### src/rtl/mult_pkg.sv
// rtl/mult_pkg.sv - shared widths and FSM encodings for the sequential multiplier
package mult_pkg;

  localparam int MULT_WIDTH = 32;
  localparam int CNT_W      = 5;

  localparam logic [CNT_W-1:0] CNT_LAST = 5'd31;

  localparam logic [1:0] ST_IDLE = 2'b00;
  localparam logic [1:0] ST_BUSY = 2'b01;
  localparam logic [1:0] ST_DONE = 2'b10;

endpackage

### src/rtl/seq_multiplier_adder.sv
// rtl/seq_multiplier_adder.sv - 32-bit ripple adder with carry-in and carry-out
module thirtytwobitadder (
  input  logic [31:0] a,
  input  logic [31:0] b,
  input  logic        carryin,
  output logic [31:0] sum,
  output logic        carryout
);

  // Full 33-bit result so the carry is never lost
  always_comb begin
    {carryout, sum} = {1'b0, a} + {1'b0, b} + {32'd0, carryin};
  end

endmodule

### src/rtl/seq_multiplier.sv
// rtl/seq_multiplier.sv - 32x32 shift-add multiplier, one partial product per cycle
module seq_multiplier
  import mult_pkg::*;
#(
  parameter int WIDTH = MULT_WIDTH
) (
  input  logic                 clk,
  input  logic                 resetn,
  input  logic                 invalid,
  output logic                 inready,
  input  logic [WIDTH-1:0]     a,
  input  logic [WIDTH-1:0]     b,
  output logic                 outvalid,
  input  logic                 outready,
  output logic [2*WIDTH-1:0]   product,
  output logic                 ovf
);

  logic [1:0]       state_q, state_d;
  logic [WIDTH-1:0] mcand_q, mcand_d;
  logic [WIDTH-1:0] hi_q, hi_d;
  logic [WIDTH-1:0] lo_q, lo_d;
  logic [CNT_W-1:0] count_q, count_d;

  logic [WIDTH-1:0] add_b;
  logic [WIDTH-1:0] add_sum;
  logic             add_c;

  // Operand mux: add the multiplicand only when the current multiplier bit is set
  always_comb begin
    add_b = lo_q[0] ? mcand_q : '0;
  end

  thirtytwobitadder u_adder (
    .a        (hi_q),
    .b        (add_b),
    .carryin  (1'b0),
    .sum      (add_sum),
    .carryout (add_c)
  );

  // Next-state logic: accept in IDLE, shift-add in BUSY, hold result in DONE
  always_comb begin
    state_d = state_q;
    mcand_d = mcand_q;
    hi_d    = hi_q;
    lo_d    = lo_q;
    count_d = count_q;
    case (state_q)
      ST_IDLE: begin
        if (invalid) begin
          mcand_d = a;
          hi_d    = '0;
          lo_d    = b;
          count_d = '0;
          state_d = ST_BUSY;
        end
      end
      ST_BUSY: begin
        // {carry,sum,lo} shifted right by one; the carry lands in the top bit
        hi_d    = {add_c, add_sum[WIDTH-1:1]};
        lo_d    = {add_sum[0], lo_q[WIDTH-1:1]};
        count_d = count_q + 1'b1;
        if (count_q == CNT_LAST) begin
          state_d = ST_DONE;
        end
      end
      ST_DONE: begin
        if (outready) begin
          state_d = ST_IDLE;
        end
      end
      default: begin
        state_d = ST_IDLE;
      end
    endcase
  end

  // State and datapath registers, cleared asynchronously
  always_ff @(posedge clk or negedge resetn) begin
    if (!resetn) begin
      state_q <= ST_IDLE;
      mcand_q <= '0;
      hi_q    <= '0;
      lo_q    <= '0;
      count_q <= '0;
    end else begin
      state_q <= state_d;
      mcand_q <= mcand_d;
      hi_q    <= hi_d;
      lo_q    <= lo_d;
      count_q <= count_d;
    end
  end

  // Handshake flags and result come straight from the registers
  always_comb begin
    inready  = (state_q == ST_IDLE);
    outvalid = (state_q == ST_DONE);
    product  = {hi_q, lo_q};
    ovf      = |hi_q;
  end

endmodule

### config.mk
export PLATFORM = sky130hd
export DESIGN_NAME = seq_multiplier
export DESIGN_NICKNAME = d
export VERILOG_FILES = /design/src/rtl/mult_pkg.sv /design/src/rtl/seq_multiplier_adder.sv /design/src/rtl/seq_multiplier.sv
export SDC_FILE = /design/constraint.sdc
export NUM_CORES = 1
export LEC_CHECK = 0
export ABC_AREA = 1
export BUFFER_PORTS_ARGS = -buffer_cell sky130_fd_sc_hd__buf_2
export CORE_ASPECT_RATIO = 1.5
export CORE_MARGIN = 4
export CORE_UTILIZATION = 51
export CTS_CLUSTER_SIZE = 28
export DETAILED_ROUTE_END_ITERATION = 8
export GPL_TIMING_DRIVEN = 0
export PLACE_DENSITY_LB_ADDON = 0.2
export SETUP_SLACK_MARGIN = 0.5
export SLEW_MARGIN = 10
export SYNTH_ARGS = -nofsm -noshare
export SYNTH_HDL_FRONTEND = slang
export SYNTH_SLANG_ARGS = --single-unit
### constraint.sdc
create_clock -name clk -period 2.62 [get_ports clk]
set_clock_uncertainty 0.1 [all_clocks]
set_input_delay 0.393 -clock clk [delete_from_list [all_inputs] [get_ports clk]]
set_output_delay 0.393 -clock clk [all_outputs]
set_load 0.02 [all_outputs]
==> results.md, run 1 <==
- Largest net degree at the start of global routing: roughly 60
- Clock Tree Buf Depth: 2
- Antenna cells: 0
- Worst Hold Slack: approximately 0.11 ns
- Routing usage on met2: 0.516
- Crit end category: flop
- FF/Latch Area: between 2000 and 3000 µm²
- Met3 GRT Util: 0.0409
- Final wirelength: between 20000 and 25000 µm
- Post-DP HPWL: ~16000 µm
- Worst setup path endpoint: hi_q[20]
- H-tree depth: 3
- Initial antenna violation count: 0
- Fin crit period: ~2.4 ns
- Mapped Avg Cell Area: 7.15 µm²
- Top Usage Layer GRT: met2
- Sink Count: about 100
- Clock Latency Late Sink: 0.36 ns
- Vias after detailed routing: about 7400
- RSZ-0062 raised after global routing: true
- Worst-path clk slew: 0.08 ns
- Top cells by area, synth: dfrtp_1, nand2_1, inv_1, ha_1, mux2_2
- Die W: approximately 100 µm
- Chip height: between 150 and 200 µm
- Synth cell types: 39
- Post-DRT Antenna Nets: 0
- Multi-input gate area: 4730 µm²
- Kind of critical path: flop to flop
- CP Launch Type: flop
- YS warnings: 0
- Synthesized area: ~7000 µm²
- Synthesized Nets: between 1000 and 1500
- DRC: 0
- GP Congestion: 0.934
- Layout cells sized above 1: 0.429
- Crit-path max FO: 7
- CTS buffer count: 9
- Cell taking the most area after synthesis: dfrtp_1
- FF+latch count, synth: 103
- Cells on worst reg2reg path: 16
- All-Layer GR Usage: 0.272
- Final setup viols: 0
- Reg2reg end: hi_q[20]
- Period Utilization, post-route: 0.897
- Async S/R FF share, synth: 1.00
- Seq/Total Area, Yosys: 0.368
- CP Data Required Time: 2.77 ns
- Maximum clock frequency: 0.425 GHz
- FF-to-FF Start: lo_q[0]
- Top cells by count, synth: nand2_1, inv_1, dfrtp_1
- Synth top area share: 0.368
- CTS root buffer: clkbuf_16
- Arrival time at the worst endpoint: 2.50 ns
- # fillers: roughly 1000
- Full die area: ~16000 µm²
- Global-route wire length before repair: 34100 µm
- Iter 0 DRT Violations: about 460
- Max-capacitance violation count: 0
- Area Overhead vs Synth: 39.3%
- Slew Limit Fails: 0
- # rows: 52
- Relative slew slack: 0.545
- Final Hold Vio Count: 0
- Vias in the first global route: a little over 7000
- PortBufs: about 130
- Outcome: complete, no violations
- CTS tree: done
- Met1 Usage GRT: 0.287
- Dominant cell by count in the synthesized netlist: nand2_1
- Routed len/inst: roughly 18 µm
- Worst-margin pin slew: between 0.6 and 0.7 ns
- Core area: roughly 13000 µm²
- Vias/cell: about 5.6
- TritonRoute pass-1 iters: 5
- Worst Hold Class: primary input to flop
- Ports: roughly 140
- EDFF count, synth: 0
- Grt ovf: 0
- Worst R2R Setup Slack: between 0.2 and 0.3 ns
- Top_reg_cell synth: dfrtp_1
- Crit path launch: lo_q[0]
- Initial core utilization: 0.519
- Gate Count Post-Synth: just under 1000
- Nets: 1261
layout make-up:
cell class,count,area share
inverters,195,0.0754
flip-flops and latches,103,0.266
clock inverters,6,0.00604
multi-input cells,654,0.485
clock buffers,10,0.0245
plain buffers,27,0.0212
well taps,162,0.0208
repair buffers,168,0.101
critical path: stages, from the launching register on:
cell and delay, ns:
dfrtp_2 0.42, clkbuf_16 0.17, clkbuf_16 0.16, nand2_1 0.09, inv_2 0.06, ha_4 0.32
nand2_4 0.09, inv_2 0.07, nand2_2 0.07, nor3_2 0.13, nand2_1 0.11, nand2_4 0.15
nand2_4 0.08, nand2_1 0.07, nand2_1 0.05, nand3_1 0.07, nand2_1 0.05
layer usage:
layer  vias up  wire [µm]
li1       3451          -
met1      3493       8350
met2       324      12500
met3       131       1330
met4         0       1780
met5         -          0
worst min-delay path by stage:
| stage | from | endpoint | slack [ns] | cells after the start |
|---|---|---|---|---|
| finish | outready | state_q[1] | 0.11 | 2 |
| global route | outready | state_q[1] | 0.13 | 2 |
| CTS | outready | state_q[1] | 0.12 | 2 |
| detailed placement | resetn | hi_q[6] | 0.26 | 1 |
| global placement | mcand_q[7] | mcand_q[7] | 0.39 | 1 |
| floorplan | resetn | count_q[0] | -0.003 | 0 |
registers in the layout, summed over array words and instances, names as in the netlist:
| name | flops |
|---|---|
| mcand_q | 32 |
| state_q | 2 |
| hi_q | 32 |
| lo_q | 32 |
| count_q | 5 |
placed cells by master (no fill, tap or decap), drive strengths merged:
cell         synthesis  layout
and3                 1       1
a32o                 1       1
o21ai               39      39
fa                   1       1
buf                 17     183
mux2                32      32
nand3               46      46
clkinv               0       2
o31ai                1       1
or2                  2       2
nand4                5       5
a21oi               31      31
nand2              331     331
nor3                28      28
o211ai              12      12
clkbuf              10      21
dfrtp              103     103
a21o                 1       1
a211oi               1       1
o21bai               3       3
dlygate4sd3          0       1
o22ai                2       2
inv                195     198
nor2                55      55
xor2                 1       1
ha                  34      34
xnor2                1       1
and2                 1       1
nor4                 5       5
a221oi              18      18
a22o                 2       2
clkinvlp             0       1
cell families (layout without fill, tap and decap cells):
| family | count (synthesis) | after routing | share of synthesized area |
|---|---|---|---|
| buffers and inverters | 222 | 406 | 0.124 |
| DFF | 103 | 103 | 0.368 |
| AOI/OAI and AO/OA | 111 | 111 | 0.114 |
| and+or+nand+nor | 474 | 474 | 0.276 |
| xor gates and xnor gates | 2 | 2 | 0.00250 |
| adders and majority gates | 35 | 35 | 0.0637 |
| muxes | 32 | 32 | 0.0515 |
per-stage QoR:
stage	worst slack, ns	setup TNS, ns	std cells	cell area (µm²)	utilization
CTS	0.326	0	1313	9180	0.681
global placement	-0.388	-19.66	1275	7960	0.591
global route	0.152	0	1325	9740	0.723
detailed placement	0.0439	0	1276	8000	0.594
floorplan	0.440	0	979	7090	-
finish	0.269	0	1325	9740	0.723
what timing repair did:
item	4_1_cts	5_1_grt
setup endpoints to repair	27	29
setup buffers	19	12
pin swaps	35	48
hold buffers	1	0
hold endpoints to repair	45	0
resized for setup	157	143
gates cloned	1	0
Power of run 1 is not shown: default switching activity piles up to over one toggle a cycle in this logic, so the estimate is an artifact.
==> run 2: changes to the inputs <==
--- a/config.mk
+++ b/config.mk
@@ -13,7 +13,7 @@
 export CTS_CLUSTER_SIZE = 28
 export DETAILED_ROUTE_END_ITERATION = 8
 export GPL_TIMING_DRIVEN = 0
-export PLACE_DENSITY_LB_ADDON = 0.2
+export PLACE_DENSITY = 0.83
 export SETUP_SLACK_MARGIN = 0.5
 export SLEW_MARGIN = 10
 export SYNTH_ARGS = -nofsm -noshare
==> results.md, run 2 (same netlist as run 1, synthesis figures left out) <==
- H-tree depth: 3
- Final wirelength: roughly 24000 µm
- FF/Latch Area: approximately 2600 µm²
- Crit-path max FO: 7
- Outcome: complete, no violations
- Grt ovf: 0
- Worst-margin pin slew: between 0.7 and 0.8 ns
- Vias in the first global route: ~7400
- RSZ-0062 raised after global routing: true
- PortBufs: 134
- Worst-path clk slew: ~0.090 ns
- Clock Tree Buf Depth: 2
- DRC: 0
- Final Hold Vio Count: 0
- CTS tree: done
- Vias after detailed routing: roughly 7600
- Multi-input gate area: roughly 4700 µm²
- Post-DP HPWL: around 16000 µm
- Initial antenna violation count: 0
- Worst Hold Class: primary input to flop
- Worst Hold Slack: 0.0941 ns
- Final instance area: roughly 9700 µm²
- Routed len/inst: roughly 18 µm
- Relative slew slack: 0.527
- Full die area: roughly 16000 µm²
- Maximum clock frequency: between 0.4 and 0.5 GHz
- Fin crit period: 2.46 ns
- Layout cells sized above 1: 0.408
- CP Data Required Time: around 2.7 ns
- Nets: 1260
- TritonRoute pass-1 iters: 8
- # rows: 52
- Clock Latency Late Sink: about 0.37 ns
- Initial core utilization: 0.519
- Post-DRT Antenna Nets: 0
- CTS buffer count: 9
- Chip height: 151 µm
- # fillers: ~900
- Sink Count: between 100 and 150
- Core area: 13500 µm²
- All-Layer GR Usage: 0.275
- Arrival time at the worst endpoint: between 2 and 3 ns
- Slew Limit Fails: 0
- Cells on worst reg2reg path: 14
- Vias/cell: 5.72
- Ports: about 140
- Commonest non-fill, non-tap cell in the layout: nand2_1
- Max-capacitance violation count: 0
- Largest net degree at the start of global routing: 54
- Antenna cells: 0
- CP Launch Type: flop
- Global-route wire length before repair: roughly 35000 µm
- Iter 0 DRT Violations: 568
- Period Utilization, post-route: 0.937
- Cell Area, Placed: 8000 µm²
- Hold Path Cell Cnt: 2
- Die W: ~100 µm
- Most frequent cells in the layout: nand2_1, inv_1, buf_2, dfrtp_1, nand2_2
- GP Congestion: 0.986
- Kind of critical path: flop to flop
- Top flop regs: hi_q x32, lo_q x32, mcand_q x32
- CTS root buffer: clkbuf_16
- Final setup viols: 0
- Crit end category: flop
- Area Overhead vs Synth: 38.0%
[run 2: cell count changes in the layout (fill, tap and decap cells not counted), moves of 4 or more]
cell / change
dfrtp_1: +6
nand2_2: -10
dfrtp_2: -6
nor2_4: -4
nand2_1: +8
inv_1: +6
inv_2: -7
[run 2: final timing paths]
kind / start / to / slack (ns)
max reg2reg: lo_q[0] / hi_q[13] / 0.16
min reg2reg: mcand_q[17] / mcand_q[17] / 0.41
max: lo_q[0] / hi_q[13] / 0.16
max in group asynchronous: resetn / hi_q[15] / 1.35
min: outready / state_q[1] / 0.09
min in group asynchronous: resetn / hi_q[6] / 0.44
[run 2: layout make-up]
cell class | count | share of cell area
buffer | 27 | 0.0214
clock buffer | 9 | 0.0233
clock inverter | 7 | 0.00946
inverter | 195 | 0.0763
multi-input combinational | 654 | 0.482
sequential | 103 | 0.267
tap | 162 | 0.0210
timing repair buffer | 167 | 0.0995
[run 2: timing repair]
item	in CTS	in global routing
gates cloned	1	0
hold buffers	1	0
pin swaps	42	47
resized for setup	178	94
setup buffers	20	10
hold endpoints to repair	50	0
endpoints found under the setup margin	28	30
[run 2: through the flow]
step	TNS [ns]	instances	util	worst slack, ns
2_1_floorplan	0	979	-	0.440
3_3_place_gp	-11.82	1275	0.591	-0.309
3_5_place_dp	-0.0402	1276	0.594	-0.0252
4_1_cts	0	1314	0.688	0.364
5_1_grt	0	1324	0.717	0.0935
6_report	0	1324	0.717	0.165
[run 2: per-layer routing]
layer  wire [µm]  global-route usage
met1        8140               0.280
met2       12200               0.504
met3        1690              0.0529
met4        2240               0.203
met5           0                   0
[run 2: worst max-delay path: stages (launching register included)]
cell	delay, ns
dfrtp_2	0.42
clkbuf_16	0.17
clkbuf_16	0.16
nand2_1	0.06
inv_1	0.06
ha_4	0.32
nand2_2	0.09
nor2_2	0.14
nand2_1	0.12
nand3_2	0.13
nand2_2	0.08
nand2_4	0.14
a21oi_1	0.08
o21ai_1	0.14
o21ai_1	0.11
Power of run 2 is left out for the same reason.
